## src/rtl/dmem_access_pkg.sv

```systemverilog
`default_nettype none
// ============================================================================
//  Module      : dmem_access_pkg
//  Description : Shared types and constants for the data-memory access unit:
//                access-size codes, FSM state encoding, the pipeline stall
//                vector type and an alignment helper.
//  Ports       : none (package)
//  Revision    : 1.0 - initial release
// ============================================================================
package dmem_access_pkg;

    // Access-size codes carried on req_size (2'b11 behaves as a word).
    localparam logic [1:0] SZ_B = 2'b00;
    localparam logic [1:0] SZ_H = 2'b01;
    localparam logic [1:0] SZ_W = 2'b10;

    // Pipeline stall vector; bit 2 holds the EX stage.
    localparam int STALL_W = 6;
    typedef logic [STALL_W-1:0] StallBus;

    localparam logic Stop   = 1'b1;
    localparam logic NoStop = 1'b0;

    typedef enum logic [1:0] {
        IDLE = 2'd0,
        BUSY = 2'd1,
        DONE = 2'd2
    } state_t;

    // Byte accesses are always aligned; halves need addr[0]==0 and words
    // (including the 2'b11 alias) need addr[1:0]==0.
    function automatic logic addr_aligned(input logic [1:0] size,
                                          input logic [1:0] lo);
        logic ok;
        case (size)
            SZ_B:    ok = 1'b1;
            SZ_H:    ok = ~lo[0];
            default: ok = (lo == 2'b00);
        endcase
        return ok;
    endfunction

endpackage
`default_nettype wire

```

## src/rtl/dmem_lane_align.sv

```systemverilog
`default_nettype none
// ============================================================================
//  Module      : dmem_lane_align
//  Description : Combinational store-lane steering. Builds the SRAM byte write
//                mask from size/address and replicates right-aligned store
//                data across all byte lanes so the mask alone picks the lane.
//  Ports       : size      in  2   access size code
//                addr_lo   in  2   byte offset within the word
//                we        in  1   1 = store (mask forced to 0 for loads)
//                wdata     in  32  right-aligned store data
//                wen       out 4   byte write mask
//                wdata_rep out 32  lane-replicated store data
//  Revision    : 1.0 - initial release
// ============================================================================
module dmem_lane_align
    import dmem_access_pkg::*;
(
    input  logic [1:0]  size,
    input  logic [1:0]  addr_lo,
    input  logic        we,
    input  logic [31:0] wdata,
    output logic [3:0]  wen,
    output logic [31:0] wdata_rep
);

    logic [3:0] mask;

    always_comb begin
        mask      = 4'b1111;
        wdata_rep = wdata;
        case (size)
            SZ_B: begin
                mask      = 4'b0001 << addr_lo;
                wdata_rep = {4{wdata[7:0]}};
            end
            SZ_H: begin
                mask      = 4'b0011 << addr_lo;
                wdata_rep = {2{wdata[15:0]}};
            end
            default: begin
                mask      = 4'b1111;
                wdata_rep = wdata;
            end
        endcase
    end

    assign wen = we ? mask : 4'b0000;

endmodule
`default_nettype wire

```

## src/rtl/dmem_access.sv

```systemverilog
`default_nettype none
// ============================================================================
//  Module      : dmem_access
//  Description : Data-memory access unit between EX and MEM. Accepts one
//                load/store per instruction, checks alignment, drives a
//                registered SRAM request, waits on ready with a timeout and
//                returns the raw read word while requesting a pipeline stall.
//  Ports       : clk, rst (async, active-low)
//                stall            in  StallBus  stall vector, bit 2 = EX
//                req_valid/we/size/addr/wdata   request from EX
//                data_sram_en/wen/addr/wdata    registered SRAM request
//                data_sram_rdata/ready          SRAM response
//                rdata_o/rdata_valid            raw read word to MEM
//                stallreq                       stall request
//                adel/ades/bus_err              one-cycle exception pulses
//  Revision    : 1.0 - initial release
// ============================================================================
module dmem_access
    import dmem_access_pkg::*;
#(
    parameter int MAX_WAIT = 15
) (
    input  logic        clk,
    input  logic        rst,
    input  StallBus     stall,
    input  logic        req_valid,
    input  logic        req_we,
    input  logic [1:0]  req_size,
    input  logic [31:0] req_addr,
    input  logic [31:0] req_wdata,
    output logic        data_sram_en,
    output logic [3:0]  data_sram_wen,
    output logic [31:0] data_sram_addr,
    output logic [31:0] data_sram_wdata,
    input  logic [31:0] data_sram_rdata,
    input  logic        data_sram_ready,
    output logic [31:0] rdata_o,
    output logic        rdata_valid,
    output logic        stallreq,
    output logic        adel,
    output logic        ades,
    output logic        bus_err
);

    localparam int              CNT_W    = (MAX_WAIT > 1) ? $clog2(MAX_WAIT) : 1;
    localparam logic [CNT_W-1:0] CNT_LAST = CNT_W'(MAX_WAIT - 1);

    state_t             state;
    state_t             state_nxt;
    logic [CNT_W-1:0]   cnt;
    logic               is_store;
    logic               aligned;
    logic               stallreq_c;
    logic [3:0]         lane_wen;
    logic [31:0]        lane_wdata;

    // Only the EX bit of the stall vector matters here.
    logic               unused_stall;
    assign unused_stall = ^{stall[STALL_W-1:3], stall[1:0]};

    assign aligned = addr_aligned(req_size, req_addr[1:0]);

    dmem_lane_align u_lane_align (
        .size      (req_size),
        .addr_lo   (req_addr[1:0]),
        .we        (req_we),
        .wdata     (req_wdata),
        .wen       (lane_wen),
        .wdata_rep (lane_wdata)
    );

    // ------------------------------------------------------------------
    // State register
    // ------------------------------------------------------------------
    always_ff @(posedge clk or negedge rst) begin
        if (!rst) begin
            state <= IDLE;
        end else begin
            state <= state_nxt;
        end
    end

    // ------------------------------------------------------------------
    // Next state and stall request
    // ------------------------------------------------------------------
    always_comb begin
        state_nxt  = state;
        stallreq_c = 1'b0;
        case (state)
            IDLE: begin
                if (req_valid && aligned) begin
                    state_nxt  = BUSY;
                    stallreq_c = 1'b1;
                end
            end
            BUSY: begin
                stallreq_c = !data_sram_ready;
                // Ready is tested first so it wins over a coincident timeout.
                if (data_sram_ready) begin
                    state_nxt = DONE;
                end else if (cnt == CNT_LAST) begin
                    state_nxt = IDLE;
                end
            end
            DONE: begin
                if (stall[2] == NoStop) begin
                    state_nxt = IDLE;
                end
            end
            default: state_nxt = IDLE;
        endcase
    end

    // Held low while in reset so every output reads 0 during reset.
    assign stallreq    = stallreq_c & rst;
    assign rdata_valid = (state == DONE);

    // ------------------------------------------------------------------
    // Datapath: SRAM request, wait counter, read capture, exceptions
    // ------------------------------------------------------------------
    always_ff @(posedge clk or negedge rst) begin
        if (!rst) begin
            cnt             <= '0;
            is_store        <= 1'b0;
            data_sram_en    <= 1'b0;
            data_sram_wen   <= 4'b0000;
            data_sram_addr  <= 32'h0;
            data_sram_wdata <= 32'h0;
            rdata_o         <= 32'h0;
            adel            <= 1'b0;
            ades            <= 1'b0;
            bus_err         <= 1'b0;
        end else begin
            adel    <= 1'b0;
            ades    <= 1'b0;
            bus_err <= 1'b0;
            case (state)
                IDLE: begin
                    if (req_valid) begin
                        if (!aligned) begin
                            adel <= !req_we;
                            ades <= req_we;
                        end else begin
                            data_sram_en    <= 1'b1;
                            data_sram_addr  <= {req_addr[31:2], 2'b00};
                            data_sram_wen   <= lane_wen;
                            data_sram_wdata <= lane_wdata;
                            is_store        <= req_we;
                            cnt             <= '0;
                        end
                    end
                end
                BUSY: begin
                    if (data_sram_ready) begin
                        data_sram_en  <= 1'b0;
                        data_sram_wen <= 4'b0000;
                        rdata_o       <= is_store ? 32'h0 : data_sram_rdata;
                    end else if (cnt == CNT_LAST) begin
                        data_sram_en  <= 1'b0;
                        data_sram_wen <= 4'b0000;
                        rdata_o       <= 32'h0;
                        bus_err       <= 1'b1;
                    end else begin
                        cnt <= cnt + 1'b1;
                    end
                end
                default: ;
            endcase
        end
    end

endmodule
`default_nettype wire
```

## config.mk

```make
export PLATFORM = sky130hd
export DESIGN_NAME = dmem_access
export DESIGN_NICKNAME = d
export VERILOG_FILES = /design/src/rtl/dmem_access_pkg.sv /design/src/rtl/dmem_lane_align.sv /design/src/rtl/dmem_access.sv
export SDC_FILE = /design/constraint.sdc
export NUM_CORES = 1
export LEC_CHECK = 0
export CAP_MARGIN = 20
export CORE_AREA = 4 4 105 107
export CTS_BUF_LIST = sky130_fd_sc_hd__clkbuf_2
export DETAILED_ROUTE_END_ITERATION = 10
export DIE_AREA = 0 0 109 111
export PLACE_DENSITY = 0.87
export SYNTH_ARGS = -nofsm -noshare
export SYNTH_HDL_FRONTEND = slang
export SYNTH_SLANG_ARGS = --single-unit
```

## constraint.sdc

```tcl
create_clock -name clk -period 3.95 [get_ports clk]
set_clock_uncertainty 0.15 [all_clocks]
set_input_delay 0.79 -clock clk [delete_from_list [all_inputs] [get_ports clk]]
set_output_delay 0.79 -clock clk [all_outputs]
set_load 0.01 [all_outputs]
```

Word-level counts from Yosys, hierarchy flattened
Index checks and enable logic that the tools add are counted.

cells by class
  add/subtract/negate cells = 1
  shifts and indexed selects = 2
  equality and inequality tests = 11
  muxes and demuxes = 38
  bitwise logic cells = 2
  reduce and logical (&&, ||, !) cells = 13

operators by type and width
  kind                                              number
  2-to-1 mux 32 bit                                 3
  case mux 32 bit (2 select lines)                  1
  2-to-1 mux 4 bit                                  9
  case mux 4 bit (2 select lines)                   3
  2-to-1 mux 1 bit                                  14
  != test 2 bit (second input constant)             6
  2-to-1 mux 2 bit                                  4
  logical NOT 2 bit                                 3
  case mux 1 bit (2 select lines)                   3
  case mux 2 bit (3 select lines)                   1
  AND reduction 3 bit                               2
  AND reduction 5 bit                               1
  adder 4 x 1 -> 4 bit (second input constant)      1
  == test 2 x 1 -> 1 bit (second input constant)    2
  == test 4 bit (second input constant)             1
  AND reduction 4 bit                               1
  nonzero test 2 bit                                2
  left shift 1 x 2 -> 4 bit (first input constant)  1
  left shift 2 x 2 -> 4 bit (first input constant)  1
  != test 3 bit (second input constant)             1
  == test 2 bit (second input constant)             1
  logical NOT 1 bit                                 2
  AND reduction 2 bit                               1
  AND 1 bit                                         1
  other kinds (2)                                   2

storage, ports and cells
  word-level logic and storage cells = 78
  bits in registers = 109
  output and inout port bits = 106
  input bits = 109

Depth between registers and ports, before layout
  depth in word-level cells = 6
  mapped depth = 7
  gate-level depth less buffers = 5

By module
From an unflattened synthesis, not the netlist that was laid out.

second synthesis, totals
  cells, all modules = 335
  area, all modules = 5036.1 um2

by module, submodules not included
  module           times used  area each (um2)  cells each  seq. area each (um2)
  dmem_access      1           4528.1           273         2727.6
  dmem_lane_align  1           508.0            62          0.0

Worst setup path after synthesis
Ideal clock, no wire load.

  path type = input to output
  start point = input req_addr[0]
  end point = output stallreq
  required time = 3010 ps
  setup slack = 1203 ps
  cell stages on the path = 5
  path buffers = 2
  arrival time = 1807 ps
  cells stage by stage = buf_2 -> o21ai_2 -> nand3_1 -> buf_2 -> a21boi_0

on the way
  longest elaborated chain between the ends = 6
  elaborated cells between the ends (all ways) = 7
  classes of those cells = mux: 3; bitwise: 2; reduce/logical: 2

RTL lines
  item                                            RTL line                                      text
  start: declaration                              dmem_access.sv:29                             input logic [31:0] req_addr,
  logical NOT 2 bit or NOT 1 bit (tied branches)  dmem_access_pkg.sv:38, dmem_access_pkg.sv:37
  case mux 1 bit (2 select lines) *               dmem_access_pkg.sv:35                         case (size)
  logical AND 1 bit *                             dmem_access.sv:91                             if (req_valid && aligned) begin
  2-to-1 mux 1 bit *                              dmem_access.sv:91
  case mux 1 bit (2 select lines) *               dmem_access.sv:89                             case (state)
  AND 1 bit *                                     dmem_access.sv:115                            assign stallreq = stallreq_c & rst;
  end: declaration                                dmem_access.sv:39                             output logic stallreq,

Every way passes the cells marked *; elsewhere a longest branch is shown, timed or not.

Final worst setup path
  start point = input data_sram_ready
  end point = output stallreq

on the way
  longest elaborated chain between the ends = 3

RTL lines
  item                             RTL line            text
  start: declaration               dmem_access.sv:36   input logic data_sram_ready,
  logical NOT 1 bit                dmem_access.sv:97   stallreq_c = !data_sram_ready;
  case mux 1 bit (2 select lines)  dmem_access.sv:89
  AND 1 bit                        dmem_access.sv:115

No other way between the ends.

==> impl_metrics.json <==
{
  "critical_path.top_delay_family": "buffers and inverters",
  "yosys_warnings": 0,
  "cp.depth": 4,
  "route.top_layer_used": "met4",
  "crit_slowest_cell": "clkdlybuf4s50_1",
  "io-pin-count": 215,
  "finalPower_mw": 4.02,
  "io_buffers": 207,
  "grt_pass1_vias": 3779,
  "first_iter_violations": 154,
  "cap_viol_max_count": 0,
  "final_cell_mix": "clkdlybuf4s50_1, dfrtp_1, mux2_1, a22o_1, mux2i_1",
  "slew_headroom_pct": 27.7,
  "grt_max_degree": 57,
  "die_w_microns": 109,
  "cp_slowest_stage_delay_ns": 0.60,
  "clkSlewWorstSetupHoldPaths_ns": 0.26,
  "hp-class": "in2async",
  "synthCells": 338,
  "ys_types": 44,
  "wl_per_cell_microns": 17.8,
  "place.gp.congestion": 0.892,
  "fin_tns_setup_ns": 0,
  "coreArea_sq_um": 10100,
  "area_growth_pct": 49.7,
  "path_max_fanout": 7,
  "synth_top_area_share_pct": 59.5,
  "viasPerCell": 5.13,
  "layout_commonest_cell": "clkdlybuf4s50_1",
  "grt_usage_pct": 20.7,
  "root_buffer": "clkbuf_2",
  "cts_buffers": 9,
  "syn_area_sq_um": 4580,
  "vias": 3503,
  "fin_crit_ns": 3.60,
  "layout-drive-gt1-share_pct": 8.79,
  "yosysSeqAreaShare_pct": 59.5,
  "post-place-cells": 666,
  "grt_pass1_wl_microns": 19500,
  "start_util_pct": 45.2,
  "cts_setup_buffers": 0,
  "htreeDepth": 3,
  "status": "completed",
  "cts.path.max_buffers": 2,
  "die_h_microns": 111,
  "worst_setup_path_start_kind": "input pin",
  "worstSetupPathType": "in2out",
  "clock_latency_ns": 0.56,
  "arrival_ns": 2.66,
  "gr-total-overflow": 0,
  "end_kind": "output port",
  "path_common_cell": "clkdlybuf4s50_1",
  "nNetsFinal": 652,
  "drt_first_pass_iters": 4,
  "p_per_area_nw_per_um2": 586,
  "rsz0062_at_grt": "false",
  "clock.fmax_mhz": 278,
  "wl_microns": 12200,
  "final-hold-violation-count": 0,
  "fin_cells": 683,
  "dp_hpwl_microns": 9110,
  "ant_nets": 0,
  "antenna_found_initial": 0,
  "drt-met1-wl_microns": 5070,
  "postSynthAreaPerCell_sq_um": 13.6,
  "r2r-start": "state[1]$_DFFE_PN0P_",
  "synth_seq_cells": 109,
  "cts_resized": 0,
  "wl_met3_microns": 1200,
  "p_leak_nw": 2.91,
  "cts_hold_buffers": 0,
  "r2r_cells": 5,
  "min_period_over_period_pct": 91.2,
  "cts.sinks": 109,
  "finalSetupViolCount": 0,
  "synthTopCellsByArea": "dfrtp_1, mux2_1, a22o_1, mux2i_1, mux2_2",
  "cts_tree": "done",
  "drcViolationCount": 0,
  "die-area_sq_um": 12100,
  "crit_chain": "clkdlybuf4s50_1 > or3b_1 > a21boi_0 > clkdlybuf4s50_1",
  "slew_viol_final": 0,
  "max-vdd-ir-drop_mv": 0.329,
  "wl_met2_microns": 5760,
  "worstPathRequired_ns": 3.01,
  "tightestPinTransition_ns": 1.08,
  "setup.worst_path.start": "data_sram_ready",
  "num_rows": 37,
  "crit_buf_inv": 2,
  "synth_area_leader_cell": "dfrtp_1"
}
per-stage QoR:
| stage | utilization (%) | hold slack, ns | cell area [sq um] | worst slack [ns] |
|---|---|---|---|---|
| final | 67.7 | 0.181 | 6860 | 0.348 |
| after global routing | 67.7 | 0.121 | 6860 | 0.304 |
| after CTS | 67.7 | 0.115 | 6860 | 0.362 |
| after detailed placement | 66.6 | 0.319 | 6750 | 0.375 |
| after global placement | 66.6 | 0.313 | 6750 | 0.395 |
| after floorplan | - | 0.321 | 4590 | 1.20 |
where the power goes:
group | total (mW) | switching (mW) | internal (mW) | leakage, nW
logic | 1.75 | 0.666 | 1.09 | 1.50
registers | 1.78 | 0.245 | 1.53 | 1.33
clock network | 0.492 | 0.345 | 0.147 | 0.0694
cell families (layout without fill, tap and decap cells):
group	after synthesis	in the layout	share of synthesized area, %
AND/OR/NAND/NOR	33	33	4.18
AO/OA/AOI/OAI	87	87	13.7
XOR/XNOR	1	1	0.191
adder cells (fa/ha/maj)	2	2	0.546
other	1	3	0.0818
buffers and inverters	30	237	3.98
flip-flops	109	109	59.5
multiplexers	75	75	17.8
worst paths after layout:
kind | endpoint | slack, ns
worst min-delay path | rdata_o[22]$_DFFE_PN0P_ | 0.18
worst max-delay path | stallreq | 0.35
worst min register to register | data_sram_addr[4]$_DFFE_PN0P_ | 0.37
worst max register to register | data_sram_addr[8]$_DFFE_PN0P_ | 1.65
max in group asynchronous | data_sram_wdata[11]$_DFFE_PN0P_ | 2.33
min in group clk | data_sram_addr[4]$_DFFE_PN0P_ | 0.37
final cells by class:
class                           instances  area (sq um)
Clock buffer                           11          55.1
Multi-Input combinational cell        200          1680
Antenna cell                            1          2.50
Clock inverter                          5          51.3
Tap cell                              136           170
Sequential cell                       109          2730
Fill cell                             746          3280
Timing Repair Buffer                  218          2160
Inverter                                3          11.3
worst register-to-register path: cells and delay by family, from the launching register on:
kind                   cells  cell delay (ns)
DFF                        1             0.53
buffers and inverters      2             0.52
and+or+nand+nor            2             0.66
muxes                      1             0.35
cell usage after synthesis, drive strengths merged:
library cell  instances
a21boi                1
a21o                  1
a21oi                16
a22o                 35
a31o                  1
a31oi                13
a32o                  2
a32oi                 1
and2                  1
and2b                 1
and3                  2
and3b                 1
buf                  17
clkbuf               10
conb                  1
dfrtp               109
ha                    2
inv                   3
mux2                 53
mux2i                22
nand2                12
nand3                 3
nor2                  4
nor2b                 1
nor3                  1
nor3b                 3
o21a                  1
o21ai                11
o21bai                1
o22ai                 1
o2bb2ai               1
o31ai                 2
or3                   2
or3b                  2
xnor2                 1
routing by layer:
| metal | global-route usage (%) | up-vias |
|---|---|---|
| met1 | 26.4 | 1688 |
| met5 | 0 | - |
| li1 | - | 1641 |
| met3 | 7.11 | 13 |
| met4 | 6.31 | 0 |
| met2 | 33.2 | 161 |
registers in the layout (all words and copies together), names as in the netlist:
| register | flops |
|---|---|
| data_sram_en | 1 |
| data_sram_wen | 4 |
| rdata_o | 32 |
| data_sram_addr | 30 |
| ades | 1 |
| bus_err | 1 |
| adel | 1 |
| data_sram_wdata | 32 |
| is_store | 1 |
| state | 2 |
| cnt | 4 |
Power figures use the tool's default switching activity.
